--- src/rtl/servo_frame_sched.sv ---
// Table-driven servo frame sequencer: formats keyframe entries as ASCII commands onto a byte stream.
// Build option: define SERVO_SCHED_LOOP_EN to repeat the schedule until abort/reset.
module servo_frame_sched #(
  parameter int CLK_FREQ = 50000000,
  parameter int SERVOS   = 5,
  parameter int FRAME_W  = 8,
  parameter int ADDR_W   = 11,
  parameter int PWM_MIN  = 500,
  parameter int PWM_MAX  = 2500
) (
  input  logic               sys_clk,
  input  logic               sys_rst,
  input  logic               start,
  input  logic               abort,
  input  logic [FRAME_W-1:0] num_frames,
  output logic [ADDR_W-1:0]  tbl_addr,
  input  logic [31:0]        tbl_rdata,
  output logic [7:0]         tx_data,
  output logic               tx_valid,
  input  logic               tx_ready,
  output logic               busy,
  output logic [FRAME_W-1:0] frame_idx,
  output logic               done
);

  localparam int TICK   = (CLK_FREQ >= 2000) ? CLK_FREQ / 1000 : 1;
  localparam int TICK_W = (TICK > 1) ? $clog2(TICK) : 1;

  typedef enum logic [2:0] {
    S_IDLE, S_HDR, S_FETCH, S_CONV, S_EMIT, S_GAP
  } state_t;

  state_t             state_q, state_d;
  logic               tx_valid_q, tx_valid_d;
  logic [7:0]         tx_data_q, tx_data_d;
  logic               done_q, done_d;
  logic               abort_q, abort_d;
  logic [FRAME_W-1:0] frame_q, frame_d, frame_nx;
  logic [FRAME_W-1:0] nframes_q, nframes_d;
  logic [15:0]        fbcd_q, fbcd_d;
  logic [3:0]         servo_q, servo_d;
  logic [3:0]         cnt_q, cnt_d;
  logic [27:0]        id_cv_q, id_cv_d;
  logic [27:0]        pwm_cv_q, pwm_cv_d;
  logic [27:0]        t_cv_q, t_cv_d;
  logic [11:0]        maxt_q, maxt_d;
  logic [11:0]        ms_q, ms_d;
  logic [TICK_W-1:0]  tick_q, tick_d;
  logic [11:0]        pwm_c;
  logic               can_load;
  logic [7:0]         cur_byte;

  // One double-dabble iteration on {bcd[15:0], bin[11:0]}
  function automatic logic [27:0] dd_step(input logic [27:0] v);
    logic [27:0] r;
    r = v;
    for (int unsigned i = 0; i < 4; i++) begin
      if (r[12+4*i +: 4] >= 4'd5) r[12+4*i +: 4] = r[12+4*i +: 4] + 4'd3;
    end
    return {r[26:0], 1'b0};
  endfunction

  function automatic logic [15:0] bcd_inc(input logic [15:0] v);
    logic [15:0] r;
    logic        c;
    r = v;
    c = 1'b1;
    for (int unsigned i = 0; i < 4; i++) begin
      if (c) begin
        if (r[4*i +: 4] == 4'd9) r[4*i +: 4] = 4'd0;
        else begin
          r[4*i +: 4] = r[4*i +: 4] + 4'd1;
          c = 1'b0;
        end
      end
    end
    return r;
  endfunction

  function automatic logic [7:0] asc(input logic [3:0] d);
    return {4'h3, d};
  endfunction

  assign tx_data   = tx_data_q;
  assign tx_valid  = tx_valid_q;
  assign done      = done_q;
  assign frame_idx = frame_q;
  assign busy      = (state_q != S_IDLE);
  assign tbl_addr  = ADDR_W'(frame_q) * ADDR_W'(SERVOS) + ADDR_W'(servo_q);

  always_comb begin
    cur_byte = 8'h00;
    if (state_q == S_HDR) begin
      case (cnt_q)
        4'd0:    cur_byte = 8'h47;
        4'd1:    cur_byte = asc(fbcd_q[15:12]);
        4'd2:    cur_byte = asc(fbcd_q[11:8]);
        4'd3:    cur_byte = asc(fbcd_q[7:4]);
        default: cur_byte = asc(fbcd_q[3:0]);
      endcase
    end else begin
      case (cnt_q)
        4'd0:    cur_byte = 8'h23;
        4'd1:    cur_byte = asc(id_cv_q[23:20]);
        4'd2:    cur_byte = asc(id_cv_q[19:16]);
        4'd3:    cur_byte = asc(id_cv_q[15:12]);
        4'd4:    cur_byte = 8'h50;
        4'd5:    cur_byte = asc(pwm_cv_q[27:24]);
        4'd6:    cur_byte = asc(pwm_cv_q[23:20]);
        4'd7:    cur_byte = asc(pwm_cv_q[19:16]);
        4'd8:    cur_byte = asc(pwm_cv_q[15:12]);
        4'd9:    cur_byte = 8'h54;
        4'd10:   cur_byte = asc(t_cv_q[27:24]);
        4'd11:   cur_byte = asc(t_cv_q[23:20]);
        4'd12:   cur_byte = asc(t_cv_q[19:16]);
        4'd13:   cur_byte = asc(t_cv_q[15:12]);
        default: cur_byte = 8'h21;
      endcase
    end
  end

  always_comb begin
    state_d    = state_q;
    tx_valid_d = tx_valid_q;
    tx_data_d  = tx_data_q;
    done_d     = 1'b0;
    abort_d    = abort_q;
    frame_d    = frame_q;
    nframes_d  = nframes_q;
    fbcd_d     = fbcd_q;
    servo_d    = servo_q;
    cnt_d      = cnt_q;
    id_cv_d    = id_cv_q;
    pwm_cv_d   = pwm_cv_q;
    t_cv_d     = t_cv_q;
    maxt_d     = maxt_q;
    ms_d       = ms_q;
    tick_d     = tick_q;
    frame_nx   = frame_q + 1'b1;
    can_load   = !tx_valid_q || tx_ready;
    pwm_c      = tbl_rdata[23:12];
    if (pwm_c < 12'(PWM_MIN)) pwm_c = 12'(PWM_MIN);
    if (pwm_c > 12'(PWM_MAX)) pwm_c = 12'(PWM_MAX);

    if (tx_valid_q && tx_ready) tx_valid_d = 1'b0;

    // Abort waits for a presented byte to be taken so the link never sees a retracted byte
    if (state_q != S_IDLE && (abort || abort_q)) begin
      if (tx_valid_q && !tx_ready) abort_d = 1'b1;
      else begin
        state_d = S_IDLE;
        abort_d = 1'b0;
      end
    end else begin
      case (state_q)
        S_IDLE: begin
          abort_d = 1'b0;
          if (start && !abort) begin
            if (num_frames == '0) done_d = 1'b1;
            else begin
              state_d   = S_HDR;
              nframes_d = num_frames;
              frame_d   = '0;
              fbcd_d    = '0;
              servo_d   = '0;
              cnt_d     = '0;
            end
          end
        end
        S_HDR: begin
          if (can_load) begin
            if (cnt_q != 4'd5) begin
              tx_valid_d = 1'b1;
              tx_data_d  = cur_byte;
              cnt_d      = cnt_q + 4'd1;
            end else begin
              cnt_d   = '0;
              servo_d = '0;
              state_d = S_FETCH;
            end
          end
        end
        S_FETCH: begin
          if (cnt_q == 4'd0) cnt_d = 4'd1;
          else begin
            cnt_d    = '0;
            id_cv_d  = {16'h0000, 4'h0, tbl_rdata[31:24]};
            pwm_cv_d = {16'h0000, pwm_c};
            t_cv_d   = {16'h0000, tbl_rdata[11:0]};
            if (servo_q == 4'd0 || tbl_rdata[11:0] > maxt_q) maxt_d = tbl_rdata[11:0];
            state_d  = S_CONV;
          end
        end
        S_CONV: begin
          id_cv_d  = dd_step(id_cv_q);
          pwm_cv_d = dd_step(pwm_cv_q);
          t_cv_d   = dd_step(t_cv_q);
          cnt_d    = cnt_q + 4'd1;
          if (cnt_q == 4'd11) begin
            cnt_d   = '0;
            state_d = S_EMIT;
          end
        end
        S_EMIT: begin
          if (can_load) begin
            if (cnt_q != 4'd15) begin
              tx_valid_d = 1'b1;
              tx_data_d  = cur_byte;
              cnt_d      = cnt_q + 4'd1;
            end else begin
              cnt_d = '0;
              if (servo_q == 4'(SERVOS - 1)) begin
                state_d = S_GAP;
                ms_d    = '0;
                tick_d  = '0;
              end else begin
                servo_d = servo_q + 4'd1;
                state_d = S_FETCH;
              end
            end
          end
        end
        S_GAP: begin
          if (maxt_q == '0 || (ms_q == maxt_q - 12'd1 && tick_q == TICK_W'(TICK - 1))) begin
            servo_d = '0;
            cnt_d   = '0;
            if (frame_q == nframes_q - 1'b1) begin
              done_d = 1'b1;
`ifdef SERVO_SCHED_LOOP_EN
              frame_d = '0;
              fbcd_d  = '0;
              state_d = S_HDR;
`else
              state_d = S_IDLE;
`endif
            end else begin
              frame_d = frame_nx;
              fbcd_d  = (frame_nx == '0) ? 16'h0000 : bcd_inc(fbcd_q);
              state_d = S_HDR;
            end
          end else if (tick_q == TICK_W'(TICK - 1)) begin
            tick_d = '0;
            ms_d   = ms_q + 12'd1;
          end else begin
            tick_d = tick_q + 1'b1;
          end
        end
        default: state_d = S_IDLE;
      endcase
    end
  end

  always_ff @(posedge sys_clk) begin
    if (sys_rst) begin
      state_q    <= S_IDLE;
      tx_valid_q <= 1'b0;
      tx_data_q  <= '0;
      done_q     <= 1'b0;
      abort_q    <= 1'b0;
      frame_q    <= '0;
      nframes_q  <= '0;
      fbcd_q     <= '0;
      servo_q    <= '0;
      cnt_q      <= '0;
      id_cv_q    <= '0;
      pwm_cv_q   <= '0;
      t_cv_q     <= '0;
      maxt_q     <= '0;
      ms_q       <= '0;
      tick_q     <= '0;
    end else begin
      state_q    <= state_d;
      tx_valid_q <= tx_valid_d;
      tx_data_q  <= tx_data_d;
      done_q     <= done_d;
      abort_q    <= abort_d;
      frame_q    <= frame_d;
      nframes_q  <= nframes_d;
      fbcd_q     <= fbcd_d;
      servo_q    <= servo_d;
      cnt_q      <= cnt_d;
      id_cv_q    <= id_cv_d;
      pwm_cv_q   <= pwm_cv_d;
      t_cv_q     <= t_cv_d;
      maxt_q     <= maxt_d;
      ms_q       <= ms_d;
      tick_q     <= tick_d;
    end
  end

endmodule

--- config.mk ---
export PLATFORM = sky130hd
export DESIGN_NAME = servo_frame_sched
export DESIGN_NICKNAME = d
export VERILOG_FILES = /design/src/rtl/servo_frame_sched.sv
export SDC_FILE = /design/constraint.sdc
export NUM_CORES = 1
export LEC_CHECK = 0
export BUFFER_PORTS_ARGS = -buffer_cell sky130_fd_sc_hd__clkbuf_2
export CORE_MARGIN = 2
export CORE_UTILIZATION = 45
export CTS_CLUSTER_SIZE = 12
export DETAILED_ROUTE_END_ITERATION = 8
export PLACE_DENSITY = 0.73
export SYNTH_ARGS = -nofsm -noshare
export SYNTH_HDL_FRONTEND = slang
export SYNTH_SLANG_ARGS = --single-unit
--- constraint.sdc ---
create_clock -name sys_clk -period 2.95 [get_ports sys_clk]
set_clock_uncertainty 0.05 [all_clocks]
set_input_delay 0.59 -clock sys_clk [delete_from_list [all_inputs] [get_ports sys_clk]]
set_output_delay 0.59 -clock sys_clk [all_outputs]
set_load 0.05 [all_outputs]
==> results.cfg <==
[critical_path]
cp.buffers_inverters = 3
path_cells = ha_4 -> inv_2 -> fa_1 -> inv_2 -> ha_4 -> a21oi_2 -> nor2_1 -> nor2_1 -> o21bai_1 -> a21oi_2 -> o21bai_1 -> a21oi_2 -> xnor2_4 -> buf_8
r2r_end = cnt_q[3]$_SDFFE_PP0P_
timing.rr.start = maxt_q[0]$_SDFFE_PP0P_
crit_end = tbl_addr[9]
cp.arrival_ps = 3090
r2r_slack_ps = 120
startpoint_type = flop
crit_type = flop to output pin
slowest_delay_ps = 480
path_common_cell = a21oi_2
cp_slowest_cell = fa_1
worst_ep_required_time_ps = 2310
cp-startpoint = frame_idx[1]$_SDFFE_PP0P_
cp.depth = 14
cp_max_fo = 4
r2r_cells = 10
cp_top_family = adder cells
end_kind = output pin

[floorplanning]
die_w_um = 159
dieArea_sq_mm = 0.0253
rows = 56
ios = 75
design.core.area_sq_mm = 0.0235
die_h_um = 159
start_util_pct = 46.0

[logic_synthesis]
syn_area_sq_mm = 0.0108
yosysSeqAreaShare_pct = 32.0
synth_common_cells = dfxtp_1, nor2_1, a21oi_1
synth_seq_cells = 173
yosysTopAreaCellShare_pct = 32.0
async_reset_ff_share_pct = 0
syn_area_per_cell_sq_um = 7.96
synthFlopType = dfxtp_1
yosys.area.top_type = dfxtp_1
syn_inst = 1362
synth_warnings = 0
synth.area.top_cells = dfxtp_1, ha_1, a21oi_1
synth_enable_flop_cells = 0
synth_cell_type_count = 88
synth_fp_nets = 1486
yosysMostFrequentCell = dfxtp_1

[finish]
finalNonFillerCells = 1812
utilization_pct = 55.7
area_growth_pct = 21.0
drive_gt1_share_pct = 19.0
seq_area_sq_mm = 0.00348
multi_input_area_sq_mm = 0.00709
n_antenna_cell = 0
fillCellCount = 2138
final_area_sq_mm = 0.0131
nNetsFinal = 1604

[timing]
rsz0062_at_grt = yes
max_freq_mhz = 268
period_share_pct = 126
setup_viol = 8
period_needed_ps = 3730
relSlewSlack_pct = 49.4
setup_tns_ps = -3880
slew_viol_final = 0
worstMarginPinSlew_ps = 760
final-hold-violation-count = 0
fin_ws_ps = -776
holdWs_ps = 364

[clock_tree]
clock-root-buffer = clkbuf_16
ctsHoldBuffers = 0
cts_max_level = 4
tritoncts = yes
cts_buffers = 17
clock_latency_ps = 440
cts_max_path_buffers = 2
clk_pin_slew_worst_paths_ps = 70
cts.sinks = 173

[power]
p_sw_mw = 2.33
internal-power_mw = 4.31
p_sw_share_pct = 35.1
finalPower_mw = 6.64
power_per_cell_area_mw_per_mm2 = 506
p_leak_nw = 5.18
power.share.sequential_pct = 38.0
pwr-share-clk_pct = 34.0
combPwrFrac_pct = 28.0
ir_worst_vdd_mv = 0.314

[route]
wl_per_cell_um = 16.1
drt_first_pass_iters = 5
viasPerCell = 5.85
antenna_left = 0
drc = 0
dr_total_vias = 10606
routed_wl_mm = 29.2
drtIter0Drc = 1092

[outcome]
outcome = finished, violations left
violations = setup timing

[global_route]
grt_pass1_vias = 10053
grt_pass1_wl_mm = 48.5
grt_usage_pct = 22.6
grt-ovfl-total = 0
antenna_found_initial = 0
grt_max_degree = 72

[place]
io_buffers = 73
place_area_sq_mm = 0.0122
pre_cts_slack_ps = -429
gp_congestion = 0.912
place_inst = 1774
dp_hpwl_mm = 20.8

[run]
maxCapViolations = 0

[min_path]
hp-class = input port to flop
-- worst min-delay path, stage by stage --
cell and delay, ps:
clkbuf_2 90, mux2i_1 60, nor2_1 70
-- layout by cell type, fill, tap and decap left out, types with 11 or more instances in the layout --
cell	count
a21oi_1	120
a22oi_1	51
a31oi_1	11
and3_1	14
buf_4	99
clkbuf_16	17
clkbuf_2	64
dfxtp_1	165
ha_1	72
inv_1	68
mux2i_1	30
nand2_1	70
nand2b_1	30
nand3_1	49
nand4_1	14
nor2_1	149
nor3_1	49
o21ai_0	79
o22ai_1	22
or3_1	23
or4_1	18
xnor2_1	22
xor2_1	17
-- registers in the layout, indices dropped and copies added (netlist names), 3 cells and up --
name and count:
nframes_q 8, t_cv_q 28, maxt_q 12, frame_idx 8, state_q 3, cnt_q 4
tick_q 16, servo_q 4, pwm_cv_q 28, ms_q 12, id_cv_q 24, tx_data 7
fbcd_q 16
-- final cells by class --
| type | count | area share (%) |
|---|---|---|
| multi-input combinational | 1037 | 54.1 |
| sequential | 173 | 26.6 |
| timing repair buffer | 177 | 9.68 |
| clock buffer | 19 | 3.46 |
| tap | 319 | 3.05 |
| inverter | 74 | 2.12 |
| clock inverter | 13 | 1.00 |
-- per-layer routing --
layer  vias to the layer above  track usage [%]  part of all wire, %
met5                         -                0                    0
met4                         0             7.48                  2.0
met3                        41             2.94                  4.8
met2                       321             38.9                   48
met1                      5037             29.3                   45
li1                       5207                -                    -
-- worst min-delay path by stage --
stage / start / to / cells after the start
5_1_grt: num_frames[1] / nframes_q[1]$_SDFFE_PP0P_ / 3
2_1_floorplan: pwm_cv_q[2]$_SDFFE_PP0P_ / pwm_cv_q[2]$_SDFFE_PP0P_ / 2
4_1_cts: num_frames[4] / nframes_q[4]$_SDFFE_PP0P_ / 3
3_3_place_gp: pwm_cv_q[8]$_SDFFE_PP0P_ / pwm_cv_q[8]$_SDFFE_PP0P_ / 2
6_report: num_frames[4] / nframes_q[4]$_SDFFE_PP0P_ / 3
3_5_place_dp: pwm_cv_q[7]$_SDFFE_PP0P_ / pwm_cv_q[7]$_SDFFE_PP0P_ / 2
-- cells by family after synthesis --
| family | Yosys count | share of synthesized area, % |
|---|---|---|
| XOR/XNOR | 46 | 3.72 |
| AND/OR/NAND/NOR | 478 | 22.9 |
| other | 1 | 0.0346 |
| adder cells (fa/ha/maj) | 79 | 9.26 |
| buffers and inverters | 152 | 5.57 |
| AO/OA/AOI/OAI | 399 | 23.2 |
| flip-flops | 173 | 32.0 |
| multiplexers | 34 | 3.29 |
-- power groups by stage --
stage               combinational, mW  sequential (mW)  clock, mW
detailed placement               1.78             2.58          0
finish                           1.86             2.52       2.26
floorplan                        1.08             2.70          0
global placement                 1.76             2.57          0
global route                     2.02             2.54       2.39
CTS                              1.80             2.52       2.29
-- repair_timing --
item,4_1_cts,5_1_grt
pin swaps,8,18
gates resized for setup,23,36
endpoints found under the setup margin,17,31
setup buffers,5,5
(Power assumes the default switching activity.)
